### src/rtl/gpio_pad_ctrl.sv
// Per-channel GPIO pad control: mode decode with break-before-make on the drive side,
// synchronised and debounced receive path, and latched edge interrupts.
module gpio_pad_ctrl #(
    parameter int N_CH        = 8,
    parameter int SYNC_STAGES = 2,
    parameter int DB_W        = 8
) (
    input  logic              CLK_I,
    input  logic              RST_NI,
    input  logic [2*N_CH-1:0] MODE_I,
    input  logic [N_CH-1:0]   DOUT_I,
    input  logic [N_CH-1:0]   IE_EN_I,
    input  logic [2*N_CH-1:0] PULL_I,
    input  logic [N_CH-1:0]   DB_EN_I,
    input  logic [DB_W-1:0]   DB_LIMIT_I,
    input  logic [2*N_CH-1:0] IRQ_EDGE_I,
    input  logic [N_CH-1:0]   IRQ_CLR_I,
    output logic [N_CH-1:0]   PAD_DO_O,
    output logic [N_CH-1:0]   PAD_OE_O,
    output logic [N_CH-1:0]   PAD_ODP_O,
    output logic [N_CH-1:0]   PAD_ODN_O,
    output logic [N_CH-1:0]   PAD_IE_O,
    output logic [N_CH-1:0]   PAD_PU_O,
    output logic [N_CH-1:0]   PAD_PD_O,
    input  logic [N_CH-1:0]   PAD_DI_I,
    output logic [N_CH-1:0]   DIN_O,
    output logic [N_CH-1:0]   IRQ_PEND_O,
    output logic              IRQ_O
);

    localparam logic [1:0]      MODE_IN = 2'b00;
    localparam logic [1:0]      MODE_OD = 2'b10;
    localparam logic [1:0]      MODE_OS = 2'b11;
    localparam logic [DB_W-1:0] DB_ONE  = DB_W'(1);

    // Qualifies the first edge after reset release: mode and receive path start one edge later.
    logic armedQ;

    logic            dbBypass;
    logic [DB_W-1:0] limitM1;
    logic [N_CH-1:0] pendNext;

    assign dbBypass = (DB_LIMIT_I == '0);
    assign limitM1  = DB_LIMIT_I - DB_ONE;

    always_ff @(posedge CLK_I or negedge RST_NI) begin
        if (!RST_NI) begin
            armedQ     <= 1'b0;
            PAD_DO_O   <= '0;
            PAD_IE_O   <= '0;
            PAD_PU_O   <= '0;
            PAD_PD_O   <= '0;
            IRQ_PEND_O <= '0;
            IRQ_O      <= 1'b0;
        end else begin
            armedQ     <= 1'b1;
            PAD_DO_O   <= DOUT_I;
            PAD_IE_O   <= IE_EN_I;
            for (int i = 0; i < N_CH; i++) begin
                PAD_PU_O[i] <= PULL_I[2*i+1];
                PAD_PD_O[i] <= PULL_I[2*i];
            end
            IRQ_PEND_O <= pendNext;
            IRQ_O      <= |IRQ_PEND_O;
        end
    end

    for (genvar ch = 0; ch < N_CH; ch++) begin : gCh
        logic [1:0] modeNew;
        logic [1:0] modeQ, modeNext;
        logic       bbmQ, bbmNext;
        logic       oeQ, odpQ, odnQ;
        logic       oeNext, odpNext, odnNext;

        assign modeNew = MODE_I[2*ch +: 2];

        always_comb begin
            modeNext = modeQ;
            bbmNext  = 1'b0;
            oeNext   = oeQ;
            odpNext  = odpQ;
            odnNext  = odnQ;
            if (armedQ) begin
                // Driving-to-driving change: release the pad for one cycle, keep old ODP/ODN.
                if (!bbmQ && (modeNew != modeQ) && (modeQ != MODE_IN) && (modeNew != MODE_IN)) begin
                    bbmNext = 1'b1;
                    oeNext  = 1'b0;
                end else begin
                    modeNext = modeNew;
                    oeNext   = (modeNew != MODE_IN);
                    odpNext  = (modeNew == MODE_OD);
                    odnNext  = (modeNew == MODE_OS);
                end
            end
        end

        always_ff @(posedge CLK_I or negedge RST_NI) begin
            if (!RST_NI) begin
                modeQ <= MODE_IN;
                bbmQ  <= 1'b0;
                oeQ   <= 1'b0;
                odpQ  <= 1'b0;
                odnQ  <= 1'b0;
            end else begin
                modeQ <= modeNext;
                bbmQ  <= bbmNext;
                oeQ   <= oeNext;
                odpQ  <= odpNext;
                odnQ  <= odnNext;
            end
        end

        assign PAD_OE_O[ch]  = oeQ;
        assign PAD_ODP_O[ch] = odpQ;
        assign PAD_ODN_O[ch] = odnQ;

        logic [SYNC_STAGES-1:0] syncQ;
        logic                   syncOut;
        logic                   filtQ, filtNext;
        logic [DB_W-1:0]        cntQ, cntNext;
        logic                   riseHit, fallHit;

        assign syncOut = syncQ[SYNC_STAGES-1];

        always_comb begin
            filtNext = filtQ;
            cntNext  = cntQ;
            if (!IE_EN_I[ch]) begin
                filtNext = 1'b0;
                cntNext  = '0;
            end else if (!armedQ) begin
                filtNext = filtQ;
            end else if (!DB_EN_I[ch] || dbBypass) begin
                filtNext = syncOut;
                cntNext  = '0;
            end else if (syncOut == filtQ) begin
                cntNext = '0;
            end else if (cntQ == limitM1) begin
                filtNext = syncOut;
                cntNext  = '0;
            end else if (cntQ != '1) begin
                cntNext = cntQ + DB_ONE;
            end
        end

        always_ff @(posedge CLK_I or negedge RST_NI) begin
            if (!RST_NI) begin
                syncQ <= '0;
                filtQ <= 1'b0;
                cntQ  <= '0;
            end else begin
                if (!IE_EN_I[ch]) begin
                    syncQ <= '0;
                end else if (armedQ) begin
                    syncQ <= {syncQ[SYNC_STAGES-2:0], PAD_DI_I[ch]};
                end
                filtQ <= filtNext;
                cntQ  <= cntNext;
            end
        end

        // The forced-low value while the receiver is off never counts as an edge.
        assign riseHit = IE_EN_I[ch] & filtNext & ~filtQ & IRQ_EDGE_I[2*ch];
        assign fallHit = IE_EN_I[ch] & ~filtNext & filtQ & IRQ_EDGE_I[2*ch+1];

        assign pendNext[ch] = (IRQ_PEND_O[ch] & ~IRQ_CLR_I[ch]) | riseHit | fallHit;
        assign DIN_O[ch]    = filtQ;
    end

endmodule

### config.mk
export PLATFORM = sky130hd
export DESIGN_NAME = gpio_pad_ctrl
export DESIGN_NICKNAME = d
export VERILOG_FILES = /design/src/rtl/gpio_pad_ctrl.sv
export SDC_FILE = /design/constraint.sdc
export NUM_CORES = 1
export LEC_CHECK = 0
export ABC_AREA = 1
export ABC_CLOCK_PERIOD_IN_PS = 5440
export CAP_MARGIN = 20
export CORE_MARGIN = 8
export CORE_UTILIZATION = 45
export CTS_CLUSTER_DIAMETER = 50
export DETAILED_ROUTE_END_ITERATION = 8
export GPL_TIMING_DRIVEN = 0
export HOLD_SLACK_MARGIN = 0.06
export PLACE_DENSITY = 0.79
export SYNTH_ARGS = -nofsm -noshare
export SYNTH_HDL_FRONTEND = slang
export SYNTH_SLANG_ARGS = --single-unit
### constraint.sdc
create_clock -name CLK_I -period 5.44 [get_ports CLK_I]
set_input_delay 1.088 -clock CLK_I [delete_from_list [all_inputs] [get_ports CLK_I]]
set_output_delay 1.088 -clock CLK_I [all_outputs]
set_load 0.05 [all_outputs]
Yosys cells after proc, flatten, opt, wreduce, memory -nomap -nowiden
Index checks and enable logic that the tools add are counted.

cells by class
  add/sub/neg operators = 9
  div/mod/pow operators = 0
  shifts and indexed selects = 0
  magnitude comparators = 0
  multipliers = 0
  bitwise gates (word level) = 104
  muxes and demuxes = 128
  equal/unequal tests = 64
  reductions and logical operators = 82

operators with widths
  kind                 number
  $mux 8               48
  $add 8x1->8 const B  8
  $eq 8x8->1           8
  $mux 1               64
  $ne 8x8->1 const B   8
  $and 1x1->1          56
  $ne 5x1->1 const B   8
  $eq 2x2->1 const B   16
  $mux 2               16
  $not 1->1            32
  $reduce_and 2->1     16
  $reduce_bool 2->1    16
  $logic_and 1x1->1    24
  $logic_not 1->1      16
  $ne 2x1->1 const B   8
  $ne 2x2->1           8
  $or 1x1->1           16
  $eq 1x1->1           8
  $logic_not 8->1      1
  $logic_or 1x1->1     8
  $reduce_or 8->1      1
  $sub 8x1->8 const B  1

word-level totals
  word-level logic and storage cells = 458
  bits of input ports = 98
  output and inout port bits = 73
  bits in read-only memories = 0
  latch bits = 0
  memories = 0
  flip-flop bits (word level) = 178
  bits in writable memories = 0

Depth between registers and ports, before layout
Gate-level depths: netlist (run 1).

  depth after elaboration = 12
  gate-level depth with buffers = 20
  gate-level depth less buffers = 17

Worst setup path before layout (run 1)
No wires, ideal clock.

  path kind = input-to-reg
  start point = input port DB_LIMIT_I[0]
  end point = register IRQ_PEND_O[2]
  buffers on the path = 3
  arrival time = 2.765 ns
  library setup time = 0.125 ns
  stages on the path = 18
  slack = 2.550 ns
  data required time = 5.315 ns
  cell sequence = buf_6 > inv_4 > buf_6 > ha_1 > buf_2 > inv_1 > nand2_1 > nand4_1 > nor2_1 > nand3_1 > nor2_1 > nand3_2 > nand2_1 > nand2_1 > nand2_1 > nand2_1 > nand2_1 > nand3_1

on the way
  cells in the longest elaborated chain, start to end = 12
  elaborated cells on any way between the ends = 18
  those cells by class = 1 x add/sub; 1 x eq/ne; 5 x mux; 9 x bitwise; 2 x reduce/logical

ends and longest elaborated chain
  item                                                 RTL line  text
  start, declared                                      15        input logic [DB_W-1:0] DB_LIMIT_I,
  $sub 8x1->8                                          44        assign limitM1 = DB_LIMIT_I - DB_ONE;
  $eq 8x8->1                                           138       end else if (cntQ == limitM1) begin
  $mux 1                                               138
  $mux 1                                               136       end else if (syncOut == filtQ) begin
  $mux 1 (*)                                           133       end else if (!DB_EN_I[ch] || dbBypass) begin
  $mux 1 (*)                                           131       end else if (!armedQ) begin
  $mux 1 (*)                                           128       if (!IE_EN_I[ch]) begin
  $and 1x1->1 / $not 1->1 (equally long branches)      163, 164
  $and 1x1->1, on equally long branches (2 in series)  163, 164
  $or 1x1->1 / $and 1x1->1 (equally long branches)     166, 164
  $or 1x1->1 (*)                                       166       assign pendNext[ch] = (IRQ_PEND_O[ch] & ~IRQ_CLR_I[ch]) | riseHit | fallHit;
  named net pendNext[2]                                41        logic [N_CH-1:0] pendNext;
  end signal, assigned                                 63        IRQ_PEND_O <= pendNext;
  end, declared                                        27        output logic [N_CH-1:0] IRQ_PEND_O,

The timed path passes the listed nets; every way through them passes the cells marked *.
A chain may end at the register's enable or synchronous reset.

Worst setup path in the final report (run 1)
  start point = input port DB_LIMIT_I[1]
  end point = register IRQ_PEND_O[3]

Same word-level chain as after synthesis.

==> flow_summary.toml, run 1 <==
[run]
cap_violations = 0

[synthesis]
synth_seq_cells = 178
synth_xor_area_frac = 0.0464
syn_avg_cell_area_um2 = 7.76
synthFlopType = "dfrtp_1"
synth-compound-area-share = 0.0698
synth_mux_area_frac = 0
synth_edf_count = 0
synth_simple_gate_area_frac = 0.322
syn_inst = 1287
synth_top_family_by_area = "simple AND/OR/NAND/NOR gates"
synth.distinct_cells = 48
async_reset_ff_frac = 1.00
yosysWarnings = 0
syn_nets = 1395
ys_seq_area_frac = 0.446
synth_area_um2 = 9990
synthAdderAreaFrac = 0.0125

[global_route]
grt_pass1_wl_mm = 44.5
antenna_found_initial = 0
grt_pass1_vias = 9153
grt_max_degree = 99
gr-total-overflow = 0
grt_util_all_layers = 0.206

[clocking]
clock_latency_ns = 0.44
root_buffer = "clkbuf_16"
clock_path_buffers = 2
cts_buffers = 17
cts.sinks = 178
cts_resized = 0
path_clk_slew_ns = 0.07
post_cts_buffers = 0
cts_tree = "done"
cts_htree_levels = 4
ctsHoldBuffers = 0

[route]
viasPerCell = 5.13
ant_nets = 0
dr_total_vias = 9074
wl_per_cell_um = 15.3
drt-total-wl_mm = 27.1
drt-initial-drc-count = 660
dr.pass1.iters = 6
drc = 0

[power_and_ir_drop]
p_per_area_nw_per_um2 = 317
power_leakage_nw = 6.09
ir_drop_uv = 353
clkPwrFrac = 0.305
internal-power_mw = 2.56
power_mw = 4.01
pwr-share-comb = 0.297
seqPwrFrac = 0.398
power.share.switching = 0.363
p_sw_mw = 1.46

[layout]
drive_gt1_frac = 0.104
fin_cells = 1769
final_nets = 1584
syn_to_final_growth_pct = 26.6
layout_commonest_cell = "nand2_1"
final_cell_mix = "349 x nand2_1, 185 x inv_1, 178 x dfrtp_1"
fill_cells = 1860
post-route-util = 0.580
stdcell_area_um2 = 12600

[worst_setup_path]
arrival_ns = 3.58
critPathSlowestCell = "clkdlybuf4s50_1"
crit_buf_inv = 4
path_class = "in2reg"
path_max_fanout = 9
path_cells = "clkdlybuf4s50_1 > inv_1 > ha_1 > buf_2 > inv_1 > nand2_1 > nand4_1 > nor2_1 > nand3_1 > nor2_1 > nand3_2 > nand2_1 > nand2_1 > nand2_1 > nand2_1 > nand2_1 > nand3_1"
end_kind = "register"
worstPathRequired_ns = 5.76
cp_top_family = "buffers and inverters"
reg2reg_depth = 6
crit_cells = 17
path_common_cell = "nand2_1"
slowest_delay_ns = 0.53
cp-start-kind = "input pin"

[floorplan]
die_y_um = 165
core.rowCount = 54
ios = 171
coreArea_um2 = 21800
die_x_um = 165
start_util = 0.458
die_area_um2 = 27200

[sta]
tightest_slew_ns = 0.704
setup_viol = 0
hold_viol_final = 0
rsz0062_at_grt = "false"
fin_worst_skew_ns = 0.0110
finalMaxSlewViolations = 0
setup_ws_ns = 2.18
period_share = 0.599
relSlewSlack = 0.530
fin_crit_ns = 3.26
max_freq_ghz = 0.307

[placed_design]
port_buffers = 169
place_area_um2 = 12100
place_congestion = 0.893
dp.cells = 1737
hpwl_mm = 20.5
dp_slack_ns = 1.72

[outcome]
outcome = "finished, final reports clean"

[worst_hold_path]
hp-class = "reg2reg"
hold_depth = 2
tightest hold or removal path, cell delays in order, from the launching register on:
cell and delay (ns):
dfrtp_1 0.35, nand2_1 0.05, nand2_1 0.05
registers in the layout (all words and copies together) (netlist names):
| register | count |
|---|---|
| gCh.cntQ | 64 |
| gCh.modeQ | 16 |
| gCh.syncQ | 16 |
| IRQ_PEND_O | 8 |
| PAD_DO_O | 8 |
| PAD_IE_O | 8 |
| PAD_PD_O | 8 |
| PAD_PU_O | 8 |
| gCh.bbmQ | 8 |
| gCh.filtQ | 8 |
| gCh.odnQ | 8 |
| gCh.odpQ | 8 |
| gCh.oeQ | 8 |
| IRQ_O | 1 |
| armedQ | 1 |
cell usage after synthesis (all sizes together) (4+ instances only):
master	instances	area share
a21oi	15	0.010
a31oi	10	0.0063
and3	11	0.0069
buf	41	0.030
dfrtp	178	0.45
ha	10	0.013
inv	189	0.071
nand2	380	0.15
nand3	118	0.068
nand4	29	0.022
nor2	126	0.052
nor3	22	0.011
o211ai	6	0.0045
o21ai	78	0.044
or2	4	0.0025
xnor2	6	0.0053
xor2	46	0.041
per-stage QoR:
stage / TNS (ns) / hold WS, ns
floorplan: 0 / 0.443
global placement: -732.88 / 0.456
detailed placement: 0 / 0.466
CTS: 0 / 0.485
global route: 0 / 0.503
finish: 0 / 0.482
routing by layer:
metal | share of wire | wire length [µm] | GRT usage | up-vias
met5 | 0 | 0 | 0 | -
met4 | 0.032 | 860 | 0.0827 | 0
met3 | 0.095 | 2590 | 0.0740 | 57
met2 | 0.46 | 12600 | 0.336 | 317
met1 | 0.41 | 11100 | 0.243 | 4265
li1 | - | - | - | 4435
logic make-up after synthesis:
| logic type | after synthesis |
|---|---|
| fa+ha+maj | 10 |
| simple gates | 696 |
| flops | 178 |
| xor+xnor | 52 |
| compound gates | 116 |
| buf+inv | 234 |
| other cells | 1 |
power groups by stage:
stage          clock, mW  sequential (mW)  combinational, mW
2_1_floorplan          0             1.66              0.729
3_3_place_gp           0             1.62               1.17
3_5_place_dp           0             1.62               1.19
6_report            1.22             1.60               1.19
5_1_grt             1.30             1.62               1.29
4_1_cts             1.24             1.60               1.20
final timing paths:
kind	start	end	slack (ns)
worst max-delay path	DB_LIMIT_I[1]	IRQ_PEND_O[3]	2.18
worst min-delay path	gCh[6].oeQ	gCh[6].oeQ	0.48
worst max register to register	armedQ	gCh[6].oeQ	2.97
worst min register to register	gCh[6].oeQ	gCh[6].oeQ	0.48
max in group asynchronous	RST_NI	gCh[5].cntQ[3]	3.92
min in group asynchronous	RST_NI	gCh[3].odnQ	0.61
cell type report:
type / count / area (µm²) / area share
inverters: 191 / 721 / 0.0570
well taps: 280 / 350 / 0.0277
clock inverters: 14 / 158 / 0.0125
plain buffers: 43 / 304 / 0.0240
flip-flops and latches: 178 / 4450 / 0.352
diodes: 1 / 2.50 / 0.000198
multi-input cells: 875 / 4510 / 0.356
repair buffers: 170 / 1720 / 0.136
clock buffers: 17 / 425 / 0.0336
No activity file was read; power rests on OpenSTA's default activity.
==> run 2, diff against run 1 <==
Settings changed: ABC_CLOCK_PERIOD_IN_PS 5440 to 3200.
Clock period 5.44 ns to 3.2 ns, I/O delays scaled along.
==> results of run 2 <==
Same layout as run 1 (identical final DEF). Status: finished, final reports clean.
Among the figures that moved: setup slack after placement 1.72 ns -> -0.0731 ns; clock-pin slew on the worst setup and hold paths 0.07 ns -> 0.08 ns; setup slack after layout 2.18 ns -> 0.387 ns; hold slack 0.482 ns -> 0.158 ns; register-to-register setup slack 2.97 ns -> 0.73 ns; total power 4.01 mW -> 6.82 mW; worst IR drop on VDD 353 µV -> 600 µV
==> patch 1, RTL diff (config.mk and constraints of run 1) <==
Add an input register stage for `IRQ_EDGE_I`, with the module's reset; this delays it by one clock. The other inputs are not delayed to match.
--- a/src/rtl/gpio_pad_ctrl.sv
+++ b/src/rtl/gpio_pad_ctrl.sv
@@ -34,2 +34,12 @@
     localparam logic [DB_W-1:0] DB_ONE  = DB_W'(1);
+
+    logic [2*N_CH-1:0] IRQ_EDGE_I_q;
+
+    always_ff @(posedge CLK_I or negedge RST_NI) begin
+        if (!RST_NI) begin
+            IRQ_EDGE_I_q <= '0;
+        end else begin
+            IRQ_EDGE_I_q <= IRQ_EDGE_I;
+        end
+    end
 
@@ -162,4 +172,4 @@
         // The forced-low value while the receiver is off never counts as an edge.
-        assign riseHit = IE_EN_I[ch] & filtNext & ~filtQ & IRQ_EDGE_I[2*ch];
-        assign fallHit = IE_EN_I[ch] & ~filtNext & filtQ & IRQ_EDGE_I[2*ch+1];
+        assign riseHit = IE_EN_I[ch] & filtNext & ~filtQ & IRQ_EDGE_I_q[2*ch];
+        assign fallHit = IE_EN_I[ch] & ~filtNext & filtQ & IRQ_EDGE_I_q[2*ch+1];
 
Check against the original RTL: same outputs for any inputs over 4 cycles, from zero or initial values and one cycle with RST_NI low; that may be too few to reach the edited logic, so the function may still have changed.
==> patch 1 against run 1 <==
- wire length decreased by 1.3%
- sequential cell count increased by 16
- clock skew about the same
- die area increased by 1.2%
- critical endpoint is now gCh[5].cntQ[2]
- setup slack got worse by 0.13 ns
- final area increased by 1.1%
- count of clock-buffer cells in the layout increased by 1
- power increased by 5.6%
- synthesized area increased by 1.3%
- non-clock buffer count increased by 1
- largest cell class is now registers
- sequential power increased by 9%
- sequential share of layout area increased by 2.7 points
- core utilization decreased by 0.75 points
- critical path type unchanged
- cell count increased by 0.85%
==> patch 1: results (changes against run 1) <==
global-route wire length before repair=44500 um (about the same); worst hold path cell count=2 (unchanged); crit-path max FO=9 (unchanged); largest family of logic cells by synthesized area=simple AND/OR/NAND/NOR gates (unchanged); Worst EP arrival=3.70 ns (was 3.58 ns); sequential fraction of design power=41.1% (was 39.8%); Synth Area in Compound Gates=5.97% (was 6.98%); HP Class=flip-flop to flip-flop (unchanged); WL met2=12600 um (about the same); met1 track demand over resource=23.4% (was 24.3%); Pleak=6.09 nW (about the same); share of layout cells above drive strength 1=7.74% (was 10.4%); min-delay src=gCh[2].syncQ[0] (was gCh[6].oeQ); library cells used by synthesis=36 (was 48); WHS Endpoint=gCh[2].syncQ[0] (was gCh[6].oeQ); fmax=295 MHz (was 307 MHz); post-place instance area=0.0122 sq mm (was 0.0121 sq mm); GR Util met2=32.9% (was 33.6%); Crit Reg-Reg Endpoint=gCh[7].syncQ[1] (was gCh[6].oeQ); vias per inst=5.07 (was 5.13); met3 Use GR=6.85% (was 7.40%); syn_nets=1405 (was 1395); max reg flops=64 (unchanged); area share of the largest cell type after synthesis=48.0% (was 44.6%); Crit. Startpoint=DB_LIMIT_I[1] (unchanged); 1st-pass router iterations=5 (was 6); Worst Setup EP=gCh[5].cntQ[2] (was IRQ_PEND_O[3]); largest net degree at the start of global routing=102 (was 99); delay-heaviest family, CP=buffers and inverters (unchanged); DP Worst Slack=1.65 ns (was 1.72 ns); Synth warnings=0 (unchanged); Clock power frac=29.9% (was 30.5%); Routed met3 length=2520 um (was 2590 um); Total GRT Usage=19.7% (was 20.6%); NumNets Final=1594 (was 1584); top post-synthesis cells by area=dfrtp_1 (48%), nand2_1 (13%), inv_1 (6.8%), nand3_1 (5.2%), nor2_1 (4.8%) (was dfrtp_1 (45%), nand2_1 (13%), inv_1 (7.0%), nand3_1 (5.3%), nor2_1 (4.4%)); most frequent cells after synthesis=nand2_1 (358), dfrtp_1 (194), inv_1 (183), nor2_1 (129), nand3_1 (106) (was nand2_1 (349), inv_1 (185), dfrtp_1 (178), nor2_1 (117), nand3_1 (106)); antenna cells=0 (was 1); Post-Synth XOR/XNOR Area=4.59% (was 4.64%); Routed met1 length=11000 um (was 11100 um); sequential area share after synthesis=48.0% (was 44.6%); Detailed Route Iter0 Violations=624 (was 660); Net Sw Power=1.49 mW (was 1.46 mW); outcome=complete, no violations (unchanged); Reg2Reg Setup Slack=2.83 ns (was 2.97 ns); RePlAce Congestion=0.909 (was 0.893); adder-cell share of the synthesized area=1.24% (was 1.25%); HPWL Detailed=19700 um (was 20500 um); VDD IR max=296 uV (was 353 uV); Layout Skew=0.0107 ns (was 0.0110 ns); Slew @ Worst Pin=0.816 ns (was 0.704 ns); hold slack=0.474 ns (was 0.482 ns); vias in the first global route=9102 (was 9153); total wire length after detailed routing=26800 um (was 27100 um)
-- patch 1: cell count changes after synthesis, sizes merged, moves of 3 or more --
cell   delta
nor2     +12
xnor2     +7
dfrtp    +16
xor2      -6
nand4     +3
and3      -3
nand3     -7
or2       -4
-- patch 1: cell families after synthesis --
| kind of cell | Yosys count |
|---|---|
| buffers and inverters | 233 |
| adder cells (fa/ha/maj) | 10 |
| AO/OA/AOI/OAI | 110 |
| XOR/XNOR | 53 |
| AND/OR/NAND/NOR | 696 |
| other | 1 |
| flip-flops | 194 |
-- patch 1: cell type report --
cell class                 count  area, sq um
fill                        1906         9570
sequential                   194         4850
multi-input combinational    870         4250
timing repair buffer         170         1720
inverter                     189          709
clock buffer                  18          429
tap                          285          357
buffer                        44          303
clock inverter                14          164
-- patch 1: through the flow --
step,power (mW),std cells,util (%)
detailed placement,2.99,1752,54.5
finish,4.24,1784,57.2
CTS,4.26,1784,57.2
global placement,2.96,1751,54.4
global route,4.45,1784,57.2
floorplan,2.56,1297,-
==> patch 2, RTL diff (settings of run 1) <==
Without the edit above. Set the parameter `DB_W` to 12 (it was 8).
--- a/src/rtl/gpio_pad_ctrl.sv
+++ b/src/rtl/gpio_pad_ctrl.sv
@@ -5,3 +5,3 @@
     parameter int SYNC_STAGES = 2,
-    parameter int DB_W        = 8
+    parameter int DB_W        = 12
 ) (
Interface: changed (resized DB_LIMIT_I); port bits go from 171 to 175. The function was not compared with the original's and may differ.
==> patch 2 against run 1 <==
- cell count rose by 43%
- core utilization fell by 0.62 points
- power rose by 27%
- sequential cell count rose by 32
- setup slack got worse by 0.50 ns
- synthesized area rose by 32%
- synthesized cell count rose by 49%
- final area rose by 30%
- fmax fell by 13%
- wire length rose by 50%
- global-route usage rose by 2.1 points
- first-iteration DRC count rose by 62%
- largest power group is now clock
- highest routed layer unchanged
==> patch 2: results (changes against run 1) <==
Clock Root Buffer=clkbuf_16 (unchanged); Fillers=2654 (was 1860); Crit path largest cell delay=0.56 ns (was 0.53 ns); largest registers=gCh.cntQ x96, gCh.modeQ x16, gCh.syncQ x16 (was gCh.cntQ x64, gCh.modeQ x16, gCh.syncQ x16); HP Class=input port to asynchronous set/reset pin (was flip-flop to flip-flop); syn_nets=2032 (was 1395); area share of the largest cell type after synthesis=39.8% (was 44.6%); Worst Setup EP=gCh[2].cntQ[11] (was IRQ_PEND_O[3]); CTS Buf Count=31 (was 17); Total GRT Usage=22.6% (was 20.6%); maximum root-to-sink buffer count=3 (was 2); sequential area share after synthesis=39.8% (was 44.6%); largest net degree at the start of global routing=94 (was 99); most frequent cells after synthesis=nand2_1 (575), inv_1 (271), nand3_1 (238), nor2_1 (222), dfrtp_1 (210) (was nand2_1 (349), inv_1 (185), dfrtp_1 (178), nor2_1 (117), nand3_1 (106)); VDD IR max=316 uV (was 353 uV); GR Util met2=36.9% (was 33.6%); Pleak=8.00 nW (was 6.09 nW); 1st-pass router iterations=5 (was 6); vias per inst=5.23 (was 5.13); DP Worst Slack=1.19 ns (was 1.72 ns); IO Port Bufs=173 (was 169); Avg WL per Cell=16.1 um (was 15.3 um); clk_lat worst skew=0.57 ns (was 0.44 ns); met3 Use GR=5.87% (was 7.40%); Detailed Route Iter0 Violations=1067 (was 660); share of layout cells above drive strength 1=6.78% (was 10.4%); crit-path max FO=10 (was 9); Layout Cells excl Fill=2537 (was 1769); htree depth=1 (was 4); Syn Area/Cell=6.87 sq um (was 7.76 sq um); met1 track demand over resource=28.0% (was 24.3%); library cells used by synthesis=44 (was 48); Tcrit/Tclk final=69.1% (was 59.9%); Layout Skew=0.0112 ns (was 0.0110 ns); NumNets Final=2240 (was 1584); HPWL Detailed=29500 um (was 20500 um); outcome=complete, no violations (unchanged); RePlAce Congestion=0.933 (was 0.893); Slew @ Worst Pin=1.04 ns (was 0.704 ns); antenna cells=0 (was 1); Reg2Reg Setup Slack=2.04 ns (was 2.97 ns)
## patch 2: cell types whose count changed in the layout (fill, tap and decap cells not counted), moves of 14 or more
cell       before  now
clkbuf_16      17   31
dfrtp_1       178  210
o21ai_0        57   71
nor2_1        117  222
nor3_1         22   48
nand3_1       106  238
xor2_1         45   59
inv_1         185  271
nand2_1       349  575
nand4_1        25   42
## patch 2: cells by family (layout without fill, tap and decap cells)
family,Yosys count,in the layout,share of synthesized area (%)
and+or+nand+nor,1200,1200,39.8
xor gates and xnor gates,67,67,4.44
adders and majority gates,9,9,0.853
AOI/OAI and AO/OA,108,108,4.61
other,1,1,0.0284
buffers and inverters,326,558,10.4
DFF,210,210,39.8
## patch 2: through the flow
step                      hold WS [ns]  instance area (sq um)
final                            0.413                  16500
after detailed placement         0.460                  15500
after global placement           0.457                  15400
after floorplan                  0.443                  13200
after global routing             0.437                  16500
after CTS                        0.426                  16500
## patch 2: power breakdown
part	internal, mW	total [mW]	leakage [nW]	switching [mW]
logic	0.472	1.29	4.74	0.821
clock network	1.18	1.96	0.481	0.782
registers	1.73	1.84	2.78	0.112
total	3.38	5.09	8.00	1.72
## patch 2: area by class of cell
type,count,area [sq um],area share (%)
Tap cell,384,480,2.91
Timing Repair Buffer,175,1790,10.9
Clock inverter,20,205,1.24
Inverter,274,1030,6.23
Multi-Input combinational cell,1385,6570,39.8
Clock buffer,37,818,4.96
Buffer,52,350,2.12
Sequential cell,210,5260,31.8
## patch 2: per-layer routing
layer,wire length (um),vias up
met1,17000,6086
li1,-,6519
met2,18200,543
met5,0,-
met3,3790,125
met4,1840,0
